## src/rtl/activation_mem_ctrl.sv

```systemverilog
// Activation memory sequencer: loads a SIZE x SIZE tile from a valid/ready
// stream, then streams SIZE row reads to the systolic array pre-load path.
module activation_mem_ctrl #(
    parameter int SIZE             = 8,
    parameter int MEM_SIZE         = SIZE * SIZE,
    parameter int WRITE_ADDR_WIDTH = $clog2(MEM_SIZE),
    parameter int READ_ADDR_WIDTH  = $clog2(SIZE)
) (
    input  logic                        clk,
    input  logic                        rst,
    input  logic                        In_valid,
    output logic                        In_ready,
    input  logic [6:0]                  Activation_in,
    input  logic                        Start,
    input  logic                        Reuse,
    output logic [6:0]                  Activation,
    output logic [WRITE_ADDR_WIDTH-1:0] Wr_Addr,
    output logic                        Wr_en,
    output logic                        Rd_en,
    output logic [READ_ADDR_WIDTH-1:0]  Rd_Addr,
    output logic                        Act_valid,
    output logic                        Busy,
    output logic                        Done
);

    typedef enum logic [2:0] {
        S_IDLE,
        S_LOAD,
        S_FULL,
        S_STREAM,
        S_DRAIN
    } state_t;

    localparam logic [WRITE_ADDR_WIDTH-1:0] LAST_W =
        WRITE_ADDR_WIDTH'(MEM_SIZE - 1);
    localparam logic [READ_ADDR_WIDTH-1:0] LAST_R =
        READ_ADDR_WIDTH'(SIZE - 1);

    state_t                        r_state;
    logic [WRITE_ADDR_WIDTH-1:0]   r_wcnt;
    logic [6:0]                    r_act;
    logic [WRITE_ADDR_WIDTH-1:0]   r_wr_addr;
    logic                          r_wr_en;
    logic                          r_rd_en;
    logic [READ_ADDR_WIDTH-1:0]    r_rd_addr;
    logic                          r_act_valid;
    logic                          w_accept;
    logic                          w_last_beat;

    assign In_ready    = !rst && (r_state == S_IDLE || r_state == S_LOAD);
    assign w_accept    = In_valid && In_ready;
    assign w_last_beat = w_accept && (r_wcnt == LAST_W);

    assign Activation = r_act;
    assign Wr_Addr    = r_wr_addr;
    assign Wr_en      = r_wr_en;
    assign Rd_en      = r_rd_en;
    assign Rd_Addr    = r_rd_addr;
    assign Act_valid  = r_act_valid;
    assign Busy       = (r_state == S_STREAM) || (r_state == S_DRAIN);
    assign Done       = (r_state == S_DRAIN);

    always_ff @(posedge clk or posedge rst) begin
        if (rst) begin
            r_state     <= S_IDLE;
            r_wcnt      <= '0;
            r_act       <= '0;
            r_wr_addr   <= '0;
            r_wr_en     <= 1'b0;
            r_rd_en     <= 1'b0;
            r_rd_addr   <= '0;
            r_act_valid <= 1'b0;
        end else begin
            // memory output is registered, so valid trails the read by one
            r_act_valid <= r_rd_en;
            r_wr_en     <= w_accept;
            if (w_accept) begin
                r_act     <= Activation_in;
                r_wr_addr <= r_wcnt;
                r_wcnt    <= w_last_beat ? '0 : r_wcnt + 1'b1;
            end
            unique case (r_state)
                S_IDLE: begin
                    if (w_accept)
                        r_state <= w_last_beat ? S_FULL : S_LOAD;
                end
                S_LOAD: begin
                    if (w_last_beat)
                        r_state <= S_FULL;
                end
                S_FULL: begin
                    if (Start) begin
                        r_state   <= S_STREAM;
                        r_rd_en   <= 1'b1;
                        r_rd_addr <= '0;
                    end
                end
                S_STREAM: begin
                    if (r_rd_addr == LAST_R) begin
                        r_state   <= S_DRAIN;
                        r_rd_en   <= 1'b0;
                        r_rd_addr <= '0;
                    end else begin
                        r_rd_addr <= r_rd_addr + 1'b1;
                    end
                end
                S_DRAIN: begin
                    r_state <= Reuse ? S_FULL : S_IDLE;
                end
                default: r_state <= S_IDLE;
            endcase
        end
    end

endmodule

```

## config.mk

```make
export PLATFORM = sky130hd
export DESIGN_NAME = activation_mem_ctrl
export DESIGN_NICKNAME = d
export VERILOG_FILES = /design/src/rtl/activation_mem_ctrl.sv
export SDC_FILE = /design/constraint.sdc
export NUM_CORES = 1
export LEC_CHECK = 0
export ABC_CLOCK_PERIOD_IN_PS = 2300
export BUFFER_PORTS_ARGS = -buffer_cell sky130_fd_sc_hd__buf_2
export CORE_MARGIN = 1.5
export CORE_UTILIZATION = 54
export DETAILED_ROUTE_END_ITERATION = 16
export GPL_TIMING_DRIVEN = 1
export PLACE_DENSITY = 0.82
export RECOVER_POWER = 100
export SYNTH_ARGS = -nofsm -noshare
export SYNTH_HDL_FRONTEND = slang
export SYNTH_SLANG_ARGS = --single-unit
```

## constraint.sdc

```tcl
create_clock -name clk -period 2.3 [get_ports clk]
set_input_delay 0 -clock clk [delete_from_list [all_inputs] [get_ports clk]]
set_output_delay 0 -clock clk [all_outputs]
set_load 0.03 [all_outputs]
```

**After elaboration in Yosys (flattened, before gate mapping)**

Index checks and enable logic that the tools add are counted.

- Add/subtract/negate cells: 2
- Equal/unequal tests: 10
- Multiplexer cells: 14
- Reduce and logical (&&, ||, !) cells: 11

Operator list:

| kind | count |
|---|---|
| $mux 3 | 6 |
| $pmux 3 s5 | 1 |
| $add 6x1->6 const B | 1 |
| $eq 3x2->1 const B | 2 |
| $eq 3x3->1 const B | 2 |
| $eq 6x6->1 const B | 1 |
| $mux 6 | 1 |
| $ne 2x2->1 const B | 3 |
| $pmux 3 s2 | 1 |
| $mux 2 | 2 |
| $reduce_and 4->1 | 1 |
| $add 3x1->3 const B | 1 |
| $eq 3x1->1 const B | 1 |
| $logic_and 1x1->1 | 3 |
| $logic_not 3->1 | 1 |
| $reduce_and 3->1 | 1 |
| $logic_or 1x1->1 | 2 |
| $mux 1 | 2 |
| $ne 2x1->1 const B | 1 |
| $pmux 1 s2 | 1 |
| $reduce_and 2->1 | 1 |
| $reduce_bool 2->1 | 1 |
| $logic_not 1->1 | 1 |

- Bits in registers: 28
- Input port bits: 12
- Output and inout port bits: 22
- Word-level logic and storage cells: 45

**Depth between registers and ports, before layout**

Gate-level depths: netlist of run 1.

- Depth after elaboration: 8
- Gate-level depth with buffers: 7
- Depth with buffers taken out: 6

**Worst setup path before layout of run 1**

No wires, ideal clock.

- Kind: register to register
- Start point: reg r_rd_addr[0], in the netlist Rd_Addr[0]
- End point: reg r_state[1]
- Library setup time: 0.080 ns
- Data arrival time: 1.460 ns
- Data required time: 2.220 ns
- Path slack: 0.760 ns
- Stages on the path, launching flop included: 6
- Buffers on the path: 0
- Clock period less this slack: 1.540 ns
- Cells stage by stage: dfrtp_1 > ha_1 > ha_1 > nor2b_1 > a221o_1 > o211ai_2

- Word-level cells in the longest chain between the ends: 3

Ends and longest elaborated chain:

| element | line | text |
|---|---|---|
| from (decl) | 45 | `logic [READ_ADDR_WIDTH-1:0] r_rd_addr;` |
| from (signal assigned) | 104 | `r_rd_addr <= r_rd_addr + 1'b1;` |
| $eq 3x3->1 | 99 | `if (r_rd_addr == LAST_R) begin` |
| $ne 2x1->1 (no line) | -- |  |
| $reduce_and 4->1 (no line) | -- |  |
| to (signal assigned) | 85 | `r_state <= w_last_beat ? S_FULL : S_LOAD;` |
| to (signal assigned) | 108 | `r_state <= Reuse ? S_FULL : S_IDLE;` |
| to (decl) | 39 | `state_t r_state;` |

Every way passes these cells.
A chain may end at the register's enable or synchronous reset.

**Worst setup path after layout of run 1**

- Start point: reg r_state[1]
- End point: reg r_state[1]

- Word-level cells in the longest chain between the ends: 8
- Elaborated cells on any way between the ends: 17
- Those cells by class: eq/ne: 8; mux: 3; reduce/logical: 6

Ends and longest elaborated chain:

| element | line | text |
|---|---|---|
| $eq 3x1->1 or $logic_not 3->1 (tied branches) | 50, 82 |  |
| $logic_or 1x1->1 | 50 | `assign In_ready = !rst && (r_state == S_IDLE \|\| r_state == S_LOAD);` |
| $logic_and 1x1->1 | 50 |  |
| $logic_and 1x1->1 | 51 | `assign w_accept = In_valid && In_ready;` |
| $logic_and 1x1->1 | 52 | `assign w_last_beat = w_accept && (r_wcnt == LAST_W);` |
| $mux 2 | 85 |  |
| $mux 3 | 84 | `if (w_accept)` |
| $pmux 3 s5 | 82 | `unique case (r_state)` |

Parallel ways exist; a longest one is shown, timed or not. The select of a mux whose other input is x is not followed.

==> flow_metrics.py, run 1 <==
metrics = {
    "clocking": {
        "clock-sinks": 28,
        "clk_pin_slew_ns": 0.14,
        "post_cts_buffers": 0,
        "cts_resized": 0,
        "ctsHoldBuffers": 10,
        "cts_buffers": 3,
        "cts_tree": "done",
        "clk_latency_ns": 0.32,
        "ctsRootBufferMaster": "clkbuf_4",
        "cts_max_path_buffers": 2,
        "htree_levels": 1,
    },
    "sta": {
        "rsz0062_at_grt": "false",
        "maxSlewViolCount": 0,
        "setup_ws_ns": 0.388,
        "hold_viol": 0,
        "fin_setup_tns_ns": 0,
        "clock.fmax_mhz": 523,
        "tightest_slew_ns": 0.642,
        "relSlewSlack_pct": 57.1,
        "period_share_pct": 83.1,
        "finClkSkew_ns": 0.00350,
        "setup_viol": 0,
        "fin_crit_ns": 1.91,
    },
    "worst_hold_path": {
        "min_to": "r_state[1]",
        "holdPathStages": 4,
        "hold_path_class": "input port to flop",
        "min-delay-start": "In_valid",
    },
    "worst_setup_path": {
        "slowest_stage": "inv_1",
        "reg2reg_depth": 6,
        "path_buf_inv": 1,
        "cp-start-kind": "flop",
        "cp_max_fo": 21,
        "r2r-start": "r_state[1]",
        "r2r_slack_ns": 0.39,
        "crit_type": "flop to flop",
        "cp_data_arrival_time_ns": 2.17,
        "slowest_delay_ns": 0.51,
        "crit_family": "simple AND/OR/NAND/NOR gates",
        "cp-end-kind": "flop",
        "path_cells": "nor2_4 > nand3_4 > inv_1 > o21ai_0 > and3_1 > o211ai_2",
        "cp.required_ns": 2.55,
        "r2r_end": "r_state[1]",
    },
    "grt": {
        "gr-total-overflow": 0,
        "grt_pass1_wl_mm": 4.22,
        "grt_max_degree": 30,
        "antenna_found_initial": 0,
        "grt_pass1_vias": 1062,
        "grt_use_total_pct": 22.1,
    },
    "floorplan": {
        "start_util_pct": 56.7,
        "die_area_mm2": 0.00262,
        "rows": 17,
        "fp.dieH_um": 51.2,
        "die_w_um": 51.2,
        "coreArea_mm2": 0.00221,
        "top_level_ports": 34,
    },
    "placement": {
        "place_area_mm2": 0.00143,
        "port_buffers": 33,
        "dp_hpwl_mm": 1.65,
        "dp_slack_ns": 0.664,
        "place_inst": 189,
        "place_congestion": 0.775,
    },
    "yosys": {
        "yosys.cell_types.count": 27,
        "synth_top_family_by_area": "simple AND/OR/NAND/NOR gates",
        "synth_area_leaders": "dfrtp_1 (56%), nand2_1 (16%), o21ai_1 (3.2%)",
        "synth_top_cell_area_share_pct": 55.8,
        "avgSynthCellArea_um2": 9.51,
        "synth_warnings": 0,
        "ys_ff_latch": 28,
        "synth_compound_area_share_pct": 8.77,
        "synthXorXnorAreaFrac_pct": 1.40,
        "synth_cells": 132,
        "synth_simple_gate_area_share_pct": 27.4,
        "synthAdderAreaFrac_pct": 2.99,
        "yosys.area.top_type": "dfrtp_1",
        "synth.net_count": 147,
        "seq_area_frac_synth_pct": 55.8,
        "synthMuxAreaShare_pct": 0,
        "synth_area_mm2": 0.00125,
    },
    "cells_and_area": {
        "fin_area_mm2": 0.00153,
        "nFillCells": 205,
        "area_delta_synth_final_pct": 21.6,
        "diodes": 0,
        "nets": 191,
        "drive_gt1_share_pct": 10.9,
        "mostFrequentLayoutCells": "nand2_1 (55), dfrtp_1 (28), clkbuf_1 (23)",
        "final_common_cell": "nand2_1",
        "final_cells": 202,
    },
    "drt": {
        "vias": 1024,
        "drcViolationCount": 0,
        "wl_met1_mm": 1.13,
        "routed_via_density": 5.07,
        "drt-total-wl_mm": 2.45,
        "wl_met3_um": 129,
        "ant_nets": 0,
        "wl_per_cell_um": 12.1,
        "first_iter_violations": 12,
        "top_layer_used": "met4",
        "wl_met2_mm": 1.16,
        "firstDrtPassIters": 4,
    },
    "pwr": {
        "powerDensity_mw_per_mm2": 1200,
        "power_leakage_uw": 0.000751,
        "p_total_uw": 1830,
        "ir_drop_v": 0.000780,
    },
    "run": {
        "maxCapViolCount": 0,
    },
    "run_status": {
        "status": "complete, no violations",
    },
}
==> worst max path at each step <==
stage / from / end / slack [ns] / cells past startpoint
3_3_place_gp: r_state[1] / r_state[1] / 0.74 / 6
5_1_grt: r_state[1] / r_state[1] / 0.21 / 6
4_1_cts: r_state[1] / Busy / 0.54 / 4
6_report: r_state[1] / r_state[1] / 0.39 / 6
2_1_floorplan: Rd_Addr[0] / r_state[1] / 0.76 / 5
3_5_place_dp: r_state[1] / r_state[1] / 0.66 / 4
==> final cells by class <==
class	count	area [µm²]	area share, %
sequential	28	701	45.9
clock buffer	3	22.5	1.48
tap	28	35.0	2.30
multi-input combinational	95	509	33.4
inverter	4	15.0	0.984
timing repair buffer	44	244	16.0
==> stage by stage <==
| step | hold slack, ns | utilization, % |
|---|---|---|
| 5_1_grt | 0.159 | 69.0 |
| 2_1_floorplan | -0.0744 | - |
| 4_1_cts | 0.124 | 70.3 |
| 3_5_place_dp | 0.144 | 64.8 |
| 6_report | 0.128 | 69.0 |
| 3_3_place_gp | 0.130 | 64.8 |
==> routing by layer <==
metal	GRT usage, %	up-vias
li1	-	516
met1	25.9	469
met2	38.3	35
met3	3.80	4
met4	11.7	0
met5	0	-
==> Yosys cell counts <==
library cell / instances
nand4_1: 2
and3_4: 1
o211ai_2: 1
nor2b_1: 3
or3_1: 1
o21ai_1: 8
nand2_1: 55
clkbuf_1: 1
inv_1: 2
o31ai_1: 1
buf_6: 1
nor2_4: 1
o21ai_0: 1
ha_1: 3
a221o_1: 1
dfrtp_1: 28
buf_2: 3
nand3_4: 2
nor3_1: 1
nor2_1: 2
inv_2: 2
xnor2_1: 2
or2b_1: 1
nand3_1: 2
a32o_1: 2
a21oi_1: 3
and3_1: 2
==> sequential cells by signal (all words and copies together) (netlist names) <==
name / cells
Rd_Addr: 3
Activation: 7
Rd_en: 1
Act_valid: 1
Wr_Addr: 6
r_state: 3
Wr_en: 1
r_wcnt: 6
==> logic make-up after synthesis <==
family / count (synthesis)
simple gates: 73
flops: 28
compound gates: 17
buf+inv: 9
xor+xnor: 2
fa+ha+maj: 3
==> power by group <==
part / internal (µW) / switching (µW)
Combinational: 236 / 571
Sequential: 665 / 159
Clock: 61.4 / 132
==> worst register-to-register path, stage by stage, from the launching register on <==
cell,delay (ns)
dfrtp_1,0.45
nor2_4,0.16
nand3_4,0.21
inv_1,0.52
o21ai_0,0.19
and3_1,0.19
o211ai_2,0.13
(Power assumes the default switching activity.)
==> run 2: changes to the inputs <==
Settings changed: ABC_CLOCK_PERIOD_IN_PS 2300 to 1800, CORE_UTILIZATION 54 to 51, PLACE_DENSITY 0.82 to 0.78.
Clock period 2.3 ns to 1.8 ns, I/O delays scaled along.
==> run 2 against run 1 <==
Effect of this change: power increased by 38%; register-to-register slack got worse by 0.05 ns; cell count increased by 2.0%; setup slack got worse by 0.095 ns; design area increased by 3.1%; clock skew increased by 0.0038 ns; global-route usage decreased by 1.6 points; largest cell class unchanged.
==> flow_metrics.py, run 2 (synthesis results as in run 1) <==
metrics = {
    "worst_hold_path": {
        "hold_path_class": "input port to flop",
    },
    "floorplan": {
        "coreArea_mm2": 0.00228,
        "die_w_um": 52.6,
        "die_area_mm2": 0.00277,
        "fp.dieH_um": 52.6,
        "top_level_ports": 34,
        "start_util_pct": 55.1,
        "rows": 17,
    },
    "cells_and_area": {
        "largest_reg_flops": 7,
        "seqCellArea_um2": 701,
        "multi_input_area_um2": 509,
        "post-route-util_pct": 69.2,
        "diodes": 0,
        "mostFrequentLayoutCells": "nand2_1 (55), dfrtp_1 (28), clkbuf_1 (23)",
        "final_common_cell": "nand2_1",
        "nets": 194,
        "drive_gt1_share_pct": 13.5,
        "area_delta_synth_final_pct": 25.4,
        "nFillCells": 202,
    },
    "clocking": {
        "ctsRootBufferMaster": "clkbuf_4",
        "cts_max_path_buffers": 2,
        "cts_tree": "done",
        "clk_latency_ns": 0.33,
        "post_cts_buffers": 0,
        "clock-sinks": 28,
        "cts_buffers": 3,
        "clk_pin_slew_ns": 0.15,
        "htree_levels": 1,
    },
    "sta": {
        "period_share_pct": 83.7,
        "relSlewSlack_pct": 55.1,
        "setup_ws_ns": 0.293,
        "finClkSkew_ns": 0.00731,
        "fin_setup_tns_ns": 0,
        "clock.fmax_mhz": 663,
        "tightest_slew_ns": 0.674,
        "rsz0062_at_grt": "false",
        "maxSlewViolCount": 0,
        "setup_viol": 0,
        "hold_viol": 0,
        "holdWs_ns": 0.0384,
        "fin_crit_ns": 1.51,
    },
    "worst_setup_path": {
        "path_buf_inv": 2,
        "crit_family": "flip-flops",
        "slowest_stage": "dfrtp_1",
        "cp_data_arrival_time_ns": 1.51,
        "slowest_delay_ns": 0.46,
        "cp_max_fo": 10,
        "cp-end-kind": "primary output",
        "path_cells": "nor2b_1 > buf_4 > nand2_1 > nand2_1 > buf_2",
        "cp-start-kind": "flop",
        "cpMostUsedCell": "nand2_1",
        "crit_type": "flop to primary output",
        "cp.required_ns": 1.80,
    },
    "pwr": {
        "power_leakage_uw": 0.000775,
        "switchingPower_uw": 1120,
        "pwr-share-comb_pct": 41.9,
        "internal_power_uw": 1400,
        "powerDensity_mw_per_mm2": 1600,
        "p_total_uw": 2520,
        "p_seq_share_pct": 41.6,
        "swShare_pct": 44.5,
        "ir_drop_v": 0.00109,
        "pwr-share-clk_pct": 16.4,
    },
    "placement": {
        "port_buffers": 33,
        "dp_slack_ns": 0.360,
        "dp_hpwl_mm": 1.63,
        "place_congestion": 0.806,
    },
    "grt": {
        "grt_pass1_vias": 924,
        "grt_pass1_wl_mm": 4.13,
        "antenna_found_initial": 0,
        "grt_use_total_pct": 20.4,
        "gr-total-overflow": 0,
        "grt_max_degree": 29,
    },
    "drt": {
        "firstDrtPassIters": 4,
        "first_iter_violations": 11,
        "vias": 1032,
        "routed_via_density": 5.01,
        "wl_per_cell_um": 12.1,
        "drcViolationCount": 0,
        "drt-total-wl_mm": 2.49,
        "ant_nets": 0,
    },
    "run": {
        "maxCapViolCount": 0,
    },
    "run_status": {
        "status": "complete, no violations",
    },
}
-- run 2: cell count changes in the layout (fill, tap and decap cells not counted), sizes merged --
cell,delta
buf,+2
clkbuf,+1
bufinv,+1
-- run 2: final timing paths --
check	from	end	slack, ns	cells past startpoint
setup / recovery	r_state[1]	Busy	0.29	5
hold / removal	In_valid	Wr_Addr[4]	0.04	4
setup reg to reg	r_state[1]	r_state[1]	0.34	6
hold reg to reg	Rd_en	Act_valid	0.45	0
max in group asynchronous	rst	r_wcnt[1]	0.91	4
min in group asynchronous	rst	r_state[1]	0.46	4
-- run 2: power by group through the flow --
stage	registers [µW]	logic, µW	clock network, µW
after floorplan	1330	520	0
after global placement	1050	1080	0
after detailed placement	1060	1100	0
after CTS	1050	1120	425
after global routing	1090	1170	441
final	1050	1060	413
-- run 2: cell type report --
type	instances	area share, %
clock inverter	1	1.91
tap	28	2.23
timing repair buffer	47	16.6
inverter	4	0.954
sequential	28	44.5
clock buffer	3	1.43
multi-input combinational	95	32.4
-- run 2: what timing repair did --
item | CTS | global route
endpoints found under the hold margin | 38 | 0
hold buffers | 10 | 0
resized for setup | 0 | 0
-- run 2: routing by layer --
layer / GRT usage, % / part of all wire (%) / up-vias / wire (µm)
met4: 6.41 / 1.2 / 0 / 29
met5: 0 / 0 / - / 0
met1: 27.5 / 48 / 461 / 1190
met3: 2.86 / 5.1 / 2 / 128
met2: 34.0 / 46 / 37 / 1140
li1: - / - / 532 / -
-- run 2: metrics by stage --
stage | instances | cell area [µm²]
finish | 206 | 1570
global route | 206 | 1570
CTS | 206 | 1610
detailed placement | 192 | 1460
global placement | 192 | 1460
floorplan | 132 | 1250
-- run 2: worst register-to-register path, cell delays in order, from the launching register on --
cell	delay [ns]
dfrtp_1	0.46
nor2_4	0.17
nand3_4	0.13
inv_2	0.23
o21ai_0	0.12
and3_1	0.17
o211ai_2	0.13
==> run 3: changes to the inputs <==
Settings changed: ABC_CLOCK_PERIOD_IN_PS 1800 to 1400.
Clock period 1.8 ns to 1.4 ns, I/O delays scaled along.
==> run 3 against run 2 <==
Effect of this change: first-iteration DRC count up 150%; setup slack worse by 0.27 ns; design area up 9.0%; routed wire length up 12%; combinational power up 66%; clock skew up 0.0062 ns; via count up 6.5%; critical path type is now flop to flop.
==> flow_metrics.py, run 3 (synthesis results as in run 1) <==
metrics = {
    "sta": {
        "clock.fmax_mhz": 724,
        "fin_crit_ns": 1.38,
        "tightest_slew_ns": 0.382,
        "finClkSkew_ns": 0.0135,
        "rsz0062_at_grt": "true",
        "period_share_pct": 98.7,
        "hold_viol": 0,
        "maxSlewViolCount": 0,
        "setup_viol": 0,
        "relSlewSlack_pct": 74.6,
    },
    "placement": {
        "dp_hpwl_mm": 1.81,
        "port_buffers": 33,
        "place_inst": 196,
        "place_congestion": 0.771,
    },
    "worst_setup_path": {
        "reg2reg_depth": 7,
        "cp_data_arrival_time_ns": 1.63,
        "slowest_delay_ns": 0.43,
        "slowest_stage": "dfrtp_1",
        "cp_max_fo": 7,
        "path_cells": "buf_6 > nor2_4 > nand3_4 > inv_4 > o21ai_2 > and3_1 > o211ai_2",
        "cp-end-kind": "flop",
        "crit_type": "flop to flop",
        "cp.required_ns": 1.65,
        "cp-start-kind": "flop",
    },
    "grt": {
        "grt_max_degree": 24,
        "antenna_found_initial": 0,
        "grt_pass1_wl_mm": 4.50,
        "grt_pass1_vias": 1033,
        "gr-total-overflow": 0,
        "grt_use_total_pct": 22.6,
    },
    "cells_and_area": {
        "nets": 205,
        "seqCellArea_um2": 706,
        "post-route-util_pct": 75.4,
        "multi_input_area_um2": 553,
        "area_delta_synth_final_pct": 36.7,
        "final_common_cell": "nand2_1",
        "largest_reg_flops": 7,
        "final_cells": 217,
        "mostFrequentLayoutCells": "nand2_1 (54), dfrtp_1 (24), clkbuf_1 (20)",
        "nFillCells": 158,
        "drive_gt1_share_pct": 26.5,
        "diodes": 0,
    },
    "clocking": {
        "clk_pin_slew_ns": 0.13,
        "clk_latency_ns": 0.33,
        "clock-sinks": 28,
        "cts_tree": "done",
        "ctsRootBufferMaster": "clkbuf_4",
        "cts_buffers": 3,
        "cts_max_path_buffers": 2,
        "htree_levels": 1,
    },
    "worst_hold_path": {
        "holdPathStages": 4,
        "hold_path_class": "input port to flop",
    },
    "floorplan": {
        "fp.dieH_um": 52.6,
        "start_util_pct": 55.1,
        "top_level_ports": 34,
        "die_w_um": 52.6,
        "coreArea_mm2": 0.00228,
        "die_area_mm2": 0.00277,
        "rows": 17,
    },
    "drt": {
        "drt-total-wl_mm": 2.79,
        "wl_per_cell_um": 12.9,
        "first_iter_violations": 27,
        "routed_via_density": 5.06,
        "drcViolationCount": 0,
        "vias": 1099,
        "ant_nets": 0,
        "firstDrtPassIters": 4,
    },
    "pwr": {
        "ir_drop_v": 0.00149,
        "pwr-share-comb_pct": 51.5,
        "internal_power_uw": 1880,
        "p_seq_share_pct": 38.7,
        "power_leakage_uw": 0.000854,
        "switchingPower_uw": 1540,
        "pwr-share-clk_pct": 9.8,
        "powerDensity_mw_per_mm2": 2000,
        "swShare_pct": 45.0,
    },
    "run_status": {
        "status": "complete, no violations",
    },
    "run": {
        "maxCapViolCount": 0,
    },
}
-- run 3: changes by cell type in the layout (fill, tap and decap cells not counted), sizes merged --
cell,delta
bufinv,-1
clkbuf,-4
buf,+16
-- run 3: per-layer routing --
| metal | GRT usage (%) | routed length [µm] | share of wire, % |
|---|---|---|---|
| met1 | 27.6 | 1180 | 42 |
| met2 | 39.6 | 1440 | 52 |
| met3 | 3.71 | 134 | 4.8 |
| met4 | 8.97 | 35 | 1.3 |
| met5 | 0 | 0 | 0 |
-- run 3: final timing paths --
| check | from | to | slack (ns) |
|---|---|---|---|
| setup / recovery | r_state[1] | r_state[1] | 0.02 |
| hold / removal | In_valid | Wr_Addr[2] | 0.07 |
| setup reg to reg | r_state[1] | r_state[1] | 0.02 |
| hold reg to reg | Rd_en | Act_valid | 0.46 |
| max in group asynchronous | rst | r_state[2] | 0.71 |
| min in group asynchronous | rst | r_wcnt[0] | 0.11 |
-- run 3: what timing repair did --
action,CTS,global route
pin swaps,0,2
endpoints found under the setup margin,2,8
hold buffers,10,0
buffers inserted,4,3
gates resized for setup,7,13
hold endpoints to repair,38,0
-- run 3: worst max-delay path: cells and delay by family, from the launching register on --
family                 cells  cell delay (ns)
AO/OA/AOI/OAI              2             0.20
buffers and inverters      2             0.26
flip-flops                 1             0.43
AND/OR/NAND/NOR            3             0.43
-- run 3: stage by stage --
| step | worst slack [ns] | power, µW | instance area (µm²) | TNS, ns | hold slack [ns] |
|---|---|---|---|---|---|
| after floorplan | 0.00226 | 2390 | 1260 | 0 | -0.0745 |
| after global placement | 0.0855 | 2810 | 1490 | 0 | -0.0776 |
| after detailed placement | 0.00933 | 2860 | 1490 | 0 | -0.0696 |
| after CTS | 0.00655 | 3320 | 1680 | 0 | 0.0429 |
| after global routing | -0.0351 | 3670 | 1720 | -0.0910 | 0.0641 |
| final | 0.0182 | 3420 | 1720 | 0 | 0.0695 |
-- run 3: area by class of cell --
class,count,share of cell area (%)
Clock buffer,4,1.53
Inverter,4,1.02
Multi-Input combinational cell,95,32.2
Sequential cell,28,41.1
Tap cell,28,2.04
Timing Repair Buffer,58,22.0
-- run 3: power groups by stage --
stage,Sequential [µW],Combinational (µW),Clock [µW]
4_1_cts,1300,1670,345
5_1_grt,1370,1930,372
3_3_place_gp,1310,1500,0
6_report,1330,1760,334
3_5_place_dp,1330,1540,0
2_1_floorplan,1710,674,0
